`src/rtl/tc_clk_div_gate.sv`:
```
// Glitch-free programmable integer clock divider with clean start/stop.
// clk_o comes straight from a flop (clk_q) except through the scan bypass
// mux. Divisor changes go through a one-deep pending register and are only
// moved into the active divisor on a period boundary or while idle, so a
// period is never cut short or stretched mid-phase.

// Clock mux cell: sel=0 -> clk0_i, sel=1 -> clk1_i.
module tc_clk_mux2 (
   input  logic clk0_i,
   input  logic clk1_i,
   input  logic clk_sel_i,
   output logic clk_o
);

   assign clk_o = clk_sel_i ? clk1_i : clk0_i;

endmodule

// state | meaning
// ------+-----------------------------------------------------------
// IDLE  | stopped, clk_q low, cnt held at 0, pending divisor absorbed
// HIGH  | high phase, floor(N/2) cycles
// LOW   | low phase, N - floor(N/2) cycles; last cycle is the boundary
module tc_clk_div_gate #(
   parameter int unsigned DIV_WIDTH   = 8,
   parameter int unsigned DEFAULT_DIV = 2
) (
   input  logic                 clk_i,
   input  logic                 rst_ni,
   input  logic                 en_i,
   input  logic                 test_mode_i,
   input  logic [DIV_WIDTH-1:0] div_i,
   input  logic                 div_valid_i,
   output logic                 div_ready_o,
   output logic                 clk_o,
   output logic                 active_o,
   output logic                 edge_o
);

   typedef enum logic [1:0] {
      ST_IDLE = 2'd0,
      ST_HIGH = 2'd1,
      ST_LOW  = 2'd2
   } state_t;

   localparam logic [DIV_WIDTH-1:0] DIV_MIN = DIV_WIDTH'(2);
   localparam logic [DIV_WIDTH-1:0] DIV_RST = DIV_WIDTH'(DEFAULT_DIV);
   localparam logic [DIV_WIDTH-1:0] ONE     = DIV_WIDTH'(1);

   state_t               state_q, state_d;
   logic [DIV_WIDTH-1:0] cnt_q, cnt_d;
   logic [DIV_WIDTH-1:0] div_act_q, div_pend_q;
   logic [DIV_WIDTH-1:0] div_clamp, len_high, len_low;
   logic                 pend_v_q;
   logic                 clk_q, clk_d;
   logic                 edge_q, edge_d;
   logic                 active_q;
   logic                 accept, absorb;
   logic                 high_done, low_done;

   // Divisors below 2 cannot form a high and a low phase; force them to 2.
   assign div_clamp = (div_i < DIV_MIN) ? DIV_MIN : div_i;
   assign len_high  = div_act_q >> 1;
   assign len_low   = div_act_q - len_high;
   assign high_done = (cnt_q == (len_high - ONE));
   assign low_done  = (cnt_q == (len_low - ONE));

   assign div_ready_o = !pend_v_q;
   assign accept      = div_valid_i && !pend_v_q;

   // State register.
   always_ff @(posedge clk_i or negedge rst_ni) begin
      if (!rst_ni) state_q <= ST_IDLE;
      else         state_q <= state_d;
   end

   // Next-state logic: a stop request is only honoured at the period boundary.
   always_comb begin
      state_d = state_q;
      unique case (state_q)
         ST_IDLE: if (en_i)      state_d = ST_HIGH;
         ST_HIGH: if (high_done) state_d = ST_LOW;
         ST_LOW:  if (low_done)  state_d = en_i ? ST_HIGH : ST_IDLE;
         default:                state_d = ST_IDLE;
      endcase
   end

   // Per-state outputs: counter, next clock level, edge pulse, divisor absorb.
   always_comb begin
      cnt_d  = cnt_q + ONE;
      clk_d  = 1'b0;
      edge_d = 1'b0;
      absorb = 1'b0;
      unique case (state_q)
         ST_IDLE: begin
            cnt_d  = '0;
            absorb = pend_v_q;
            clk_d  = en_i;
            edge_d = en_i;
         end
         ST_HIGH: begin
            clk_d = !high_done;
            if (high_done) cnt_d = '0;
         end
         ST_LOW: begin
            if (low_done) begin
               cnt_d  = '0;
               absorb = pend_v_q;
               clk_d  = en_i;
               edge_d = en_i;
            end
         end
         default: begin
            cnt_d = '0;
         end
      endcase
   end

   // Datapath registers; accept and absorb are mutually exclusive via pend_v_q.
   always_ff @(posedge clk_i or negedge rst_ni) begin
      if (!rst_ni) begin
         cnt_q      <= '0;
         clk_q      <= 1'b0;
         edge_q     <= 1'b0;
         active_q   <= 1'b0;
         div_act_q  <= DIV_RST;
         div_pend_q <= DIV_RST;
         pend_v_q   <= 1'b0;
      end else begin
         cnt_q    <= cnt_d;
         clk_q    <= clk_d;
         edge_q   <= edge_d;
         active_q <= (state_d != ST_IDLE);
         if (accept) begin
            div_pend_q <= div_clamp;
            pend_v_q   <= 1'b1;
         end else if (absorb) begin
            pend_v_q <= 1'b0;
         end
         if (absorb) div_act_q <= div_pend_q;
      end
   end

   assign active_o = active_q;
   assign edge_o   = edge_q;

   tc_clk_mux2 u_clk_mux (
      .clk0_i    (clk_q),
      .clk1_i    (clk_i),
      .clk_sel_i (test_mode_i),
      .clk_o     (clk_o)
   );

endmodule

```
`config.mk`:
```
export PLATFORM = sky130hd
export DESIGN_NAME = tc_clk_div_gate
export DESIGN_NICKNAME = d
export VERILOG_FILES = /design/src/rtl/tc_clk_div_gate.sv
export SDC_FILE = /design/constraint.sdc
export NUM_CORES = 1
export LEC_CHECK = 0
export CORE_MARGIN = 8
export CORE_UTILIZATION = 58
export CTS_CLUSTER_SIZE = 24
export DETAILED_ROUTE_END_ITERATION = 12
export PLACE_DENSITY_LB_ADDON = 0.1
export SYNTH_ARGS = -nofsm -noshare
export SYNTH_HDL_FRONTEND = slang
export SYNTH_SLANG_ARGS = --single-unit
```
`constraint.sdc`:
```
create_clock -name clk_i -period 3.75 [get_ports clk_i]
set_clock_uncertainty 0.2 [all_clocks]
set_input_delay 0.375 -clock clk_i [delete_from_list [all_inputs] [get_ports clk_i]]
set_output_delay 0.375 -clock clk_i [all_outputs]
set_load 0.05 [all_outputs]
```
# After elaboration in Yosys (flattened, before gate mapping)
# Index checks and enable logic that the tools add are counted.
[totals] reg_bits=30 input_bits=13 out_inout_bits=4 word_cells=40
[classes] addsub=4 order_cmp=1 eq_ne=4 mux=17 n_reduce_logical=6
[op_table] operator="two-way mux 8 bit" n=3
[op_table] operator="equality test 8 bit" n=2
[op_table] operator="one-hot mux 8 bit (2 select lines)" n=1
[op_table] operator="adder 8 x 1 -> 8 bit (second input constant)" n=1
[op_table] operator="less-than comparator 8 x 2 -> 1 bit (second input constant)" n=1
[op_table] operator="subtractor 7 x 1 -> 8 bit (second input constant)" n=1
[op_table] operator="subtractor 8 x 1 -> 8 bit (second input constant)" n=1
[op_table] operator="subtractor 8 x 7 -> 8 bit" n=1
[op_table] operator="two-way mux 1 bit" n=6
[op_table] operator="two-way mux 2 bit" n=3
[op_table] operator="one-hot mux 2 bit (3 select lines)" n=1
[op_table] operator="one-hot mux 1 bit (2 select lines)" n=2
[op_table] operator="nonzero test 2 bit" n=2
[op_table] operator="one-hot mux 1 bit (3 select lines)" n=1
[op_table] operator="equality test 2 x 1 -> 1 bit (second input constant)" n=1
[op_table] operator="equality test 2 bit (second input constant)" n=1
[op_table] operator="zero test 1 bit" n=2
[op_table] operator="zero test 2 bit" n=1
[op_table] operator="logical AND 1 bit" n=1

# Depth between registers and ports, before layout
# Gate-level depths: netlist of run 1.
[logic_depth] ltp_word=7 ltp_mapped=12 depth_no_buf=11

# Cells and area by module
# From an unflattened synthesis of run 1, not the netlist that was laid out.
[unflattened] cells_unflattened=219 area_unflattened_um2=2213.4
[by_module_without_submodules] module="tc_clk_div_gate" instances=1 cells_per_inst=218 area_each_um2=2198.4
[by_module_without_submodules] module="tc_clk_mux2" instances=1 cells_per_inst=1 area_each_um2=15.0

==> flow_summary.yaml, run 1 <==
run_status:
  status: "completed"
grt:
  grt_max_degree: 31
  grt_pass1_wl_mm: 7.51
  grt_use_met2_pct: 28.8
  grt_usage_pct: 18.2
  grt_pass1_vias: 1688
  busiest_layer: "met2"
  use_met1_pct: 20.5
  antenna_found_initial: 0
  met3_usage_pct: 5.79
  grt_remaining_overflow: 0
synth:
  syn-num-nets: 255
  yosysSeqAreaShare_pct: 36.2
  ys_ff_latch: 30
  yosys_warnings: 0
  synthArstFlopShare_pct: 100
  syn-cell-area_um2: 2080
  ys_dominant_reg_cell: "dfrtp_1"
  synth_cells: 218
  synth_edf_count: 0
  avgSynthCellArea_um2: 9.54
  ys_types: 40
die:
  fp.coreArea_um2: 3390
  floorplan.initialDensity_pct: 61.4
  ios: 17
  dieArea_um2: 5760
  die_h_um: 75.9
  die_x_um: 75.9
  num_rows: 21
routing:
  ant_nets: 0
  wl_per_cell_um: 15.0
  wl_mm: 4.31
  viasPerCell: 5.49
  drt_iter0_markers: 104
  first_pass_iters: 4
  drc: 0
  num_vias: 1581
worst_setup_path:
  timing.rr.start: "div_act_q[1]$_DFFE_PN1P_"
  crit_path_max_fanout: 2
  ff2ff_setup_slack_ns: 0.28
  cp-start-kind: "clock port"
  crit_type: "clk2out"
  crit_start: "clk_i"
  critPathCaptureType: "primary output"
  rr_endpoint: "div_act_q[4]$_DFFE_PN0P_"
  critical_path_arrival_ns: 3.07
  critPathRequiredTime_ns: 3.17
  rr_worst_depth: 11
flow_run:
  cap_violations: 0
power:
  p_leak_nw: 1.11
  powerDensity_nw_per_um2: 261
  peakVddDrop_uv: 192
  power_uw: 618
sta:
  finalSetupViolations: 0
  maxSlewHeadroom_pct: 66.5
  tightest_slew_ns: 0.495
  fin_setup_tns_ns: 0
  fin_ws_ns: 0.108
  finalHoldViolCount: 0
  slew_violations: 0
  rsz0062_at_grt: "no"
finish:
  syn2layout_area_growth_pct: 13.9
  mostFrequentLayoutCells: "28 x dfrtp_1, 25 x nand2_1, 23 x ha_1"
  antenna_cells: 0
  nFillCells: 264
  final_cell_area_um2: 2370
  layout-drive-gt1-share_pct: 9.50
  final_common_cell: "dfrtp_1"
  nNetsFinal: 278
clock_tree:
  cts_setup_buffers: 0
  clkTransAtPathRegs_ns: 0.09
  cts_tree: "yes"
  clk-insertion-delay-late_ns: 0.44
place:
  port_buffers: 16
  dp_hpwl_mm: 3.45
  dpl-instance-area_um2: 2280
  place_ws_ns: 0.0791
  place.gp.congestion: 0.875
hold_path:
  hold_path_class: "in2async"
## Yosys cell counts, types with 2 or more instances
master / n / share of area, %
mux2_4: 8 / 5.8
nor4_1: 2 / 0.60
nor2_1: 18 / 3.2
clkbuf_1: 3 / 0.54
o31ai_1: 2 / 0.72
nand2b_1: 4 / 1.2
nor2b_1: 4 / 1.2
o41ai_1: 2 / 0.84
xor2_1: 11 / 4.6
o211ai_1: 2 / 0.72
and3_1: 5 / 1.5
nand2_1: 25 / 4.5
nand3_1: 7 / 1.7
inv_1: 19 / 3.4
o21ai_1: 2 / 0.48
a21oi_1: 11 / 2.6
dfstp_2: 2 / 2.5
dfrtp_1: 28 / 34
a21boi_0: 2 / 0.72
ha_1: 23 / 14
o21ai_0: 4 / 0.96
xnor2_1: 15 / 6.3
mux2_2: 2 / 1.1
## how the worst max path moves through the flow
stage	endpoint	slack (ns)	cells past startpoint
floorplan	div_act_q[0]$_DFFE_PN0P_	0.47	12
global placement	div_act_q[0]$_DFFE_PN0P_	0.20	11
detailed placement	div_act_q[3]$_DFFE_PN0P_	0.08	11
CTS	div_act_q[4]$_DFFE_PN0P_	0.07	11
global route	clk_o	0.06	4
finish	clk_o	0.11	4
## metal layers
layer	vias up	wire [um]	share of wire [%]
met3	12	192	4.5
met1	749	1870	43
li1	781	-	-
met2	39	2140	50
met5	-	0	0
met4	0	111	2.6
## sequential cells by signal, summed over array words and instances, names as in the netlist
| signal | count |
|---|---|
| cnt_q | 8 |
| div_act_q | 8 |
| div_pend_q | 8 |
| state_q | 2 |
| active_o | 1 |
| clk_q | 1 |
| edge_o | 1 |
| pend_v_q | 1 |
## cell type report
class | instances | area, um2 | area share, %
timing repair buffer | 16 | 158 | 6.66
multi-input combinational | 165 | 1250 | 52.7
inverter | 19 | 71.3 | 3.01
sequential | 30 | 753 | 31.8
clock buffer | 12 | 81.3 | 3.43
tap | 46 | 57.6 | 2.43
## worst max-delay path, cell delays in order
cell             delay [ns]
clkbuf_4               0.11
clkbuf_4               0.12
mux2_2                 0.26
clkdlybuf4s50_1        0.70
## metrics by stage
| step | hold WS [ns] | util, % | std cells |
|---|---|---|---|
| after floorplan | -0.121 | - | 218 |
| after global placement | 0.262 | 67.3 | 277 |
| after detailed placement | 0.268 | 67.3 | 277 |
| after CTS | 0.106 | 69.4 | 288 |
| after global routing | 0.105 | 69.9 | 288 |
| final | 0.109 | 69.9 | 288 |
## report_power, final
group	switching [mW]	total (mW)	internal [mW]
clock network	0.138	0.262	0.124
logic	0.0106	0.0249	0.0142
registers	0.00272	0.331	0.328
total	0.151	0.618	0.466
## what timing repair did
item                                    in CTS  in global routing
endpoints found under the setup margin       0                 16
hold buffers                                 0                  0
gates resized for setup                      0                  3
## cell families after synthesis
family / Yosys count / synth area share [%]
simple gates: 71 / 16.1
compound gates: 34 / 10.6
flops: 30 / 36.2
xor+xnor: 26 / 11.0
fa+ha+maj: 24 / 14.8
buf+inv: 23 / 4.51
mux: 10 / 6.86
(Power assumes the default switching activity.)
==> run 2: changes to the inputs <==
- ABC_CLOCK_PERIOD_IN_PS: default -> 3750
- CORE_ASPECT_RATIO: default -> 0.5
==> run 2 against run 1 <==
Effect of this change: non-clock buffer count unchanged; global-route usage down 1.9 points; combinational power about the same; critical path depth unchanged; routed wire length up 1.8%; die area up 2.0%; sequential power about the same; first-iteration DRC count down 37%; cell count up 1.7%; sequential share of layout area down 0.93 points; critical endpoint unchanged; highest routed layer unchanged.
==> flow_summary.yaml, run 2 (same netlist as run 1, synthesis figures left out) <==
run_status:
  status: "completed"
finish:
  layout-drive-gt1-share_pct: 10.7
  final_util_pct: 71.0
  final_common_cell: "dfrtp_1"
  mostFrequentLayoutCells: "28 x dfrtp_1, 25 x nand2_1, 23 x ha_1"
  nNetsFinal: 278
  final_cells: 293
  syn2layout_area_growth_pct: 17.3
  reg_top3: "cnt_q: 8 flops, div_act_q: 8 flops, div_pend_q: 8 flops"
  nFillCells: 269
  antenna_cells: 0
worst_setup_path:
  crit_chain: "clkbuf_8 -> clkbuf_8 -> mux2_2 -> clkdlybuf4s50_1"
  critPathRequiredTime_ns: 3.17
  crit_path_max_fanout: 2
  crit_family: "buffers and inverters"
  path_buf_inv: 3
  cp_slowest_cell: "clkdlybuf4s50_1"
  cpPeakStageDelay_ns: 0.70
  critPathMostFrequentCell: "clkbuf_8"
  cp-start-kind: "clock port"
  crit_type: "clk2out"
  critical_path_arrival_ns: 3.06
  critPathCaptureType: "primary output"
routing:
  first_pass_iters: 4
  drt_iter0_markers: 66
  wl_mm: 4.39
  ant_nets: 0
  drc: 0
  wl_per_cell_um: 15.0
  viasPerCell: 5.22
  num_vias: 1529
place:
  port_buffers: 16
  place.gp.congestion: 0.886
  dp_hpwl_mm: 3.40
  place_ws_ns: 0.0854
  placedCellCount: 282
die:
  floorplan.initialDensity_pct: 60.5
  dieArea_um2: 5870
  fp.coreArea_um2: 3430
  die_x_um: 101
  num_rows: 15
  ios: 17
  die_h_um: 58.3
clock_tree:
  hold_buffers: 0
  clk-insertion-delay-late_ns: 0.38
  cts_resized: 0
  clkTransAtPathRegs_ns: 0.07
  cts_setup_buffers: 0
  cts_tree: "yes"
power:
  peakVddDrop_uv: 280
  power_uw: 744
  powerDensity_nw_per_um2: 305
  p_leak_nw: 1.14
grt:
  grt_usage_pct: 16.3
  grt_remaining_overflow: 0
  antenna_found_initial: 0
  grt_max_degree: 31
  grt_pass1_wl_mm: 7.39
  grt_pass1_vias: 1571
sta:
  finalHoldViolCount: 0
  tightest_slew_ns: 0.501
  fin_ws_ns: 0.115
  finalSetupViolations: 0
  slew_violations: 0
  rsz0062_at_grt: "no"
  maxSlewHeadroom_pct: 66.5
  fin_setup_tns_ns: 0
hold_path:
  hold_path_class: "in2async"
flow_run:
  cap_violations: 0
-- run 2: through the flow --
stage / area [um2] / hold WS [ns]
after floorplan: 2080 / -0.121
after global placement: 2290 / 0.261
after detailed placement: 2290 / 0.267
after CTS: 2420 / 0.179
after global routing: 2440 / 0.206
final: 2440 / 0.169
-- run 2: layer usage --
metal  global-route usage, %  vias to the layer above  share of wire, %
li1                        -                      777                 -
met1                    22.2                      702                51
met2                    24.1                       45                43
met3                    4.70                        5               4.8
met4                    5.11                        0              0.96
met5                       0                        -                 0
-- run 2: where the power goes --
group | internal, mW | switching [mW]
combinational | 0.0142 | 0.0109
clock | 0.229 | 0.159
sequential | 0.329 | 0.00274
total | 0.572 | 0.172
-- run 2: final timing paths --
check | to | slack [ns] | cells after the start | from
setup / recovery | clk_o | 0.11 | 4 | clk_i
hold / removal | div_pend_q[0]$_DFFE_PN0P_ | 0.17 | 2 | rst_ni
setup reg to reg | div_act_q[3]$_DFFE_PN0P_ | 0.25 | 11 | div_act_q[1]$_DFFE_PN1P_
hold reg to reg | div_pend_q[2]$_DFFE_PN0P_ | 0.28 | 2 | div_pend_q[2]$_DFFE_PN0P_
max in group asynchronous | div_act_q[1]$_DFFE_PN1P_ | 2.87 | 2 | rst_ni
min in group clk_i | div_pend_q[2]$_DFFE_PN0P_ | 0.28 | 2 | div_pend_q[2]$_DFFE_PN0P_
-- run 2: worst register-to-register path, stage by stage (launching register included) --
cell,delay [ns]
dfstp_2,0.60
inv_1,0.10
ha_1,0.22
fa_1,0.41
nand2b_1,0.11
a21oi_1,0.08
or3_1,0.34
a211o_1,0.33
nor4_1,0.27
a21oi_1,0.17
nand2b_4,0.24
mux2_4,0.33
-- run 2: area by class of cell --
type	instances	area, um2	area share [%]
Timing Repair Buffer	16	158	6.46
Inverter	19	71.3	2.92
Multi-Input combinational cell	165	1250	51.1
Sequential cell	30	753	30.9
Clock buffer	10	134	5.49
Clock inverter	2	12.5	0.513
Tap cell	51	63.8	2.62
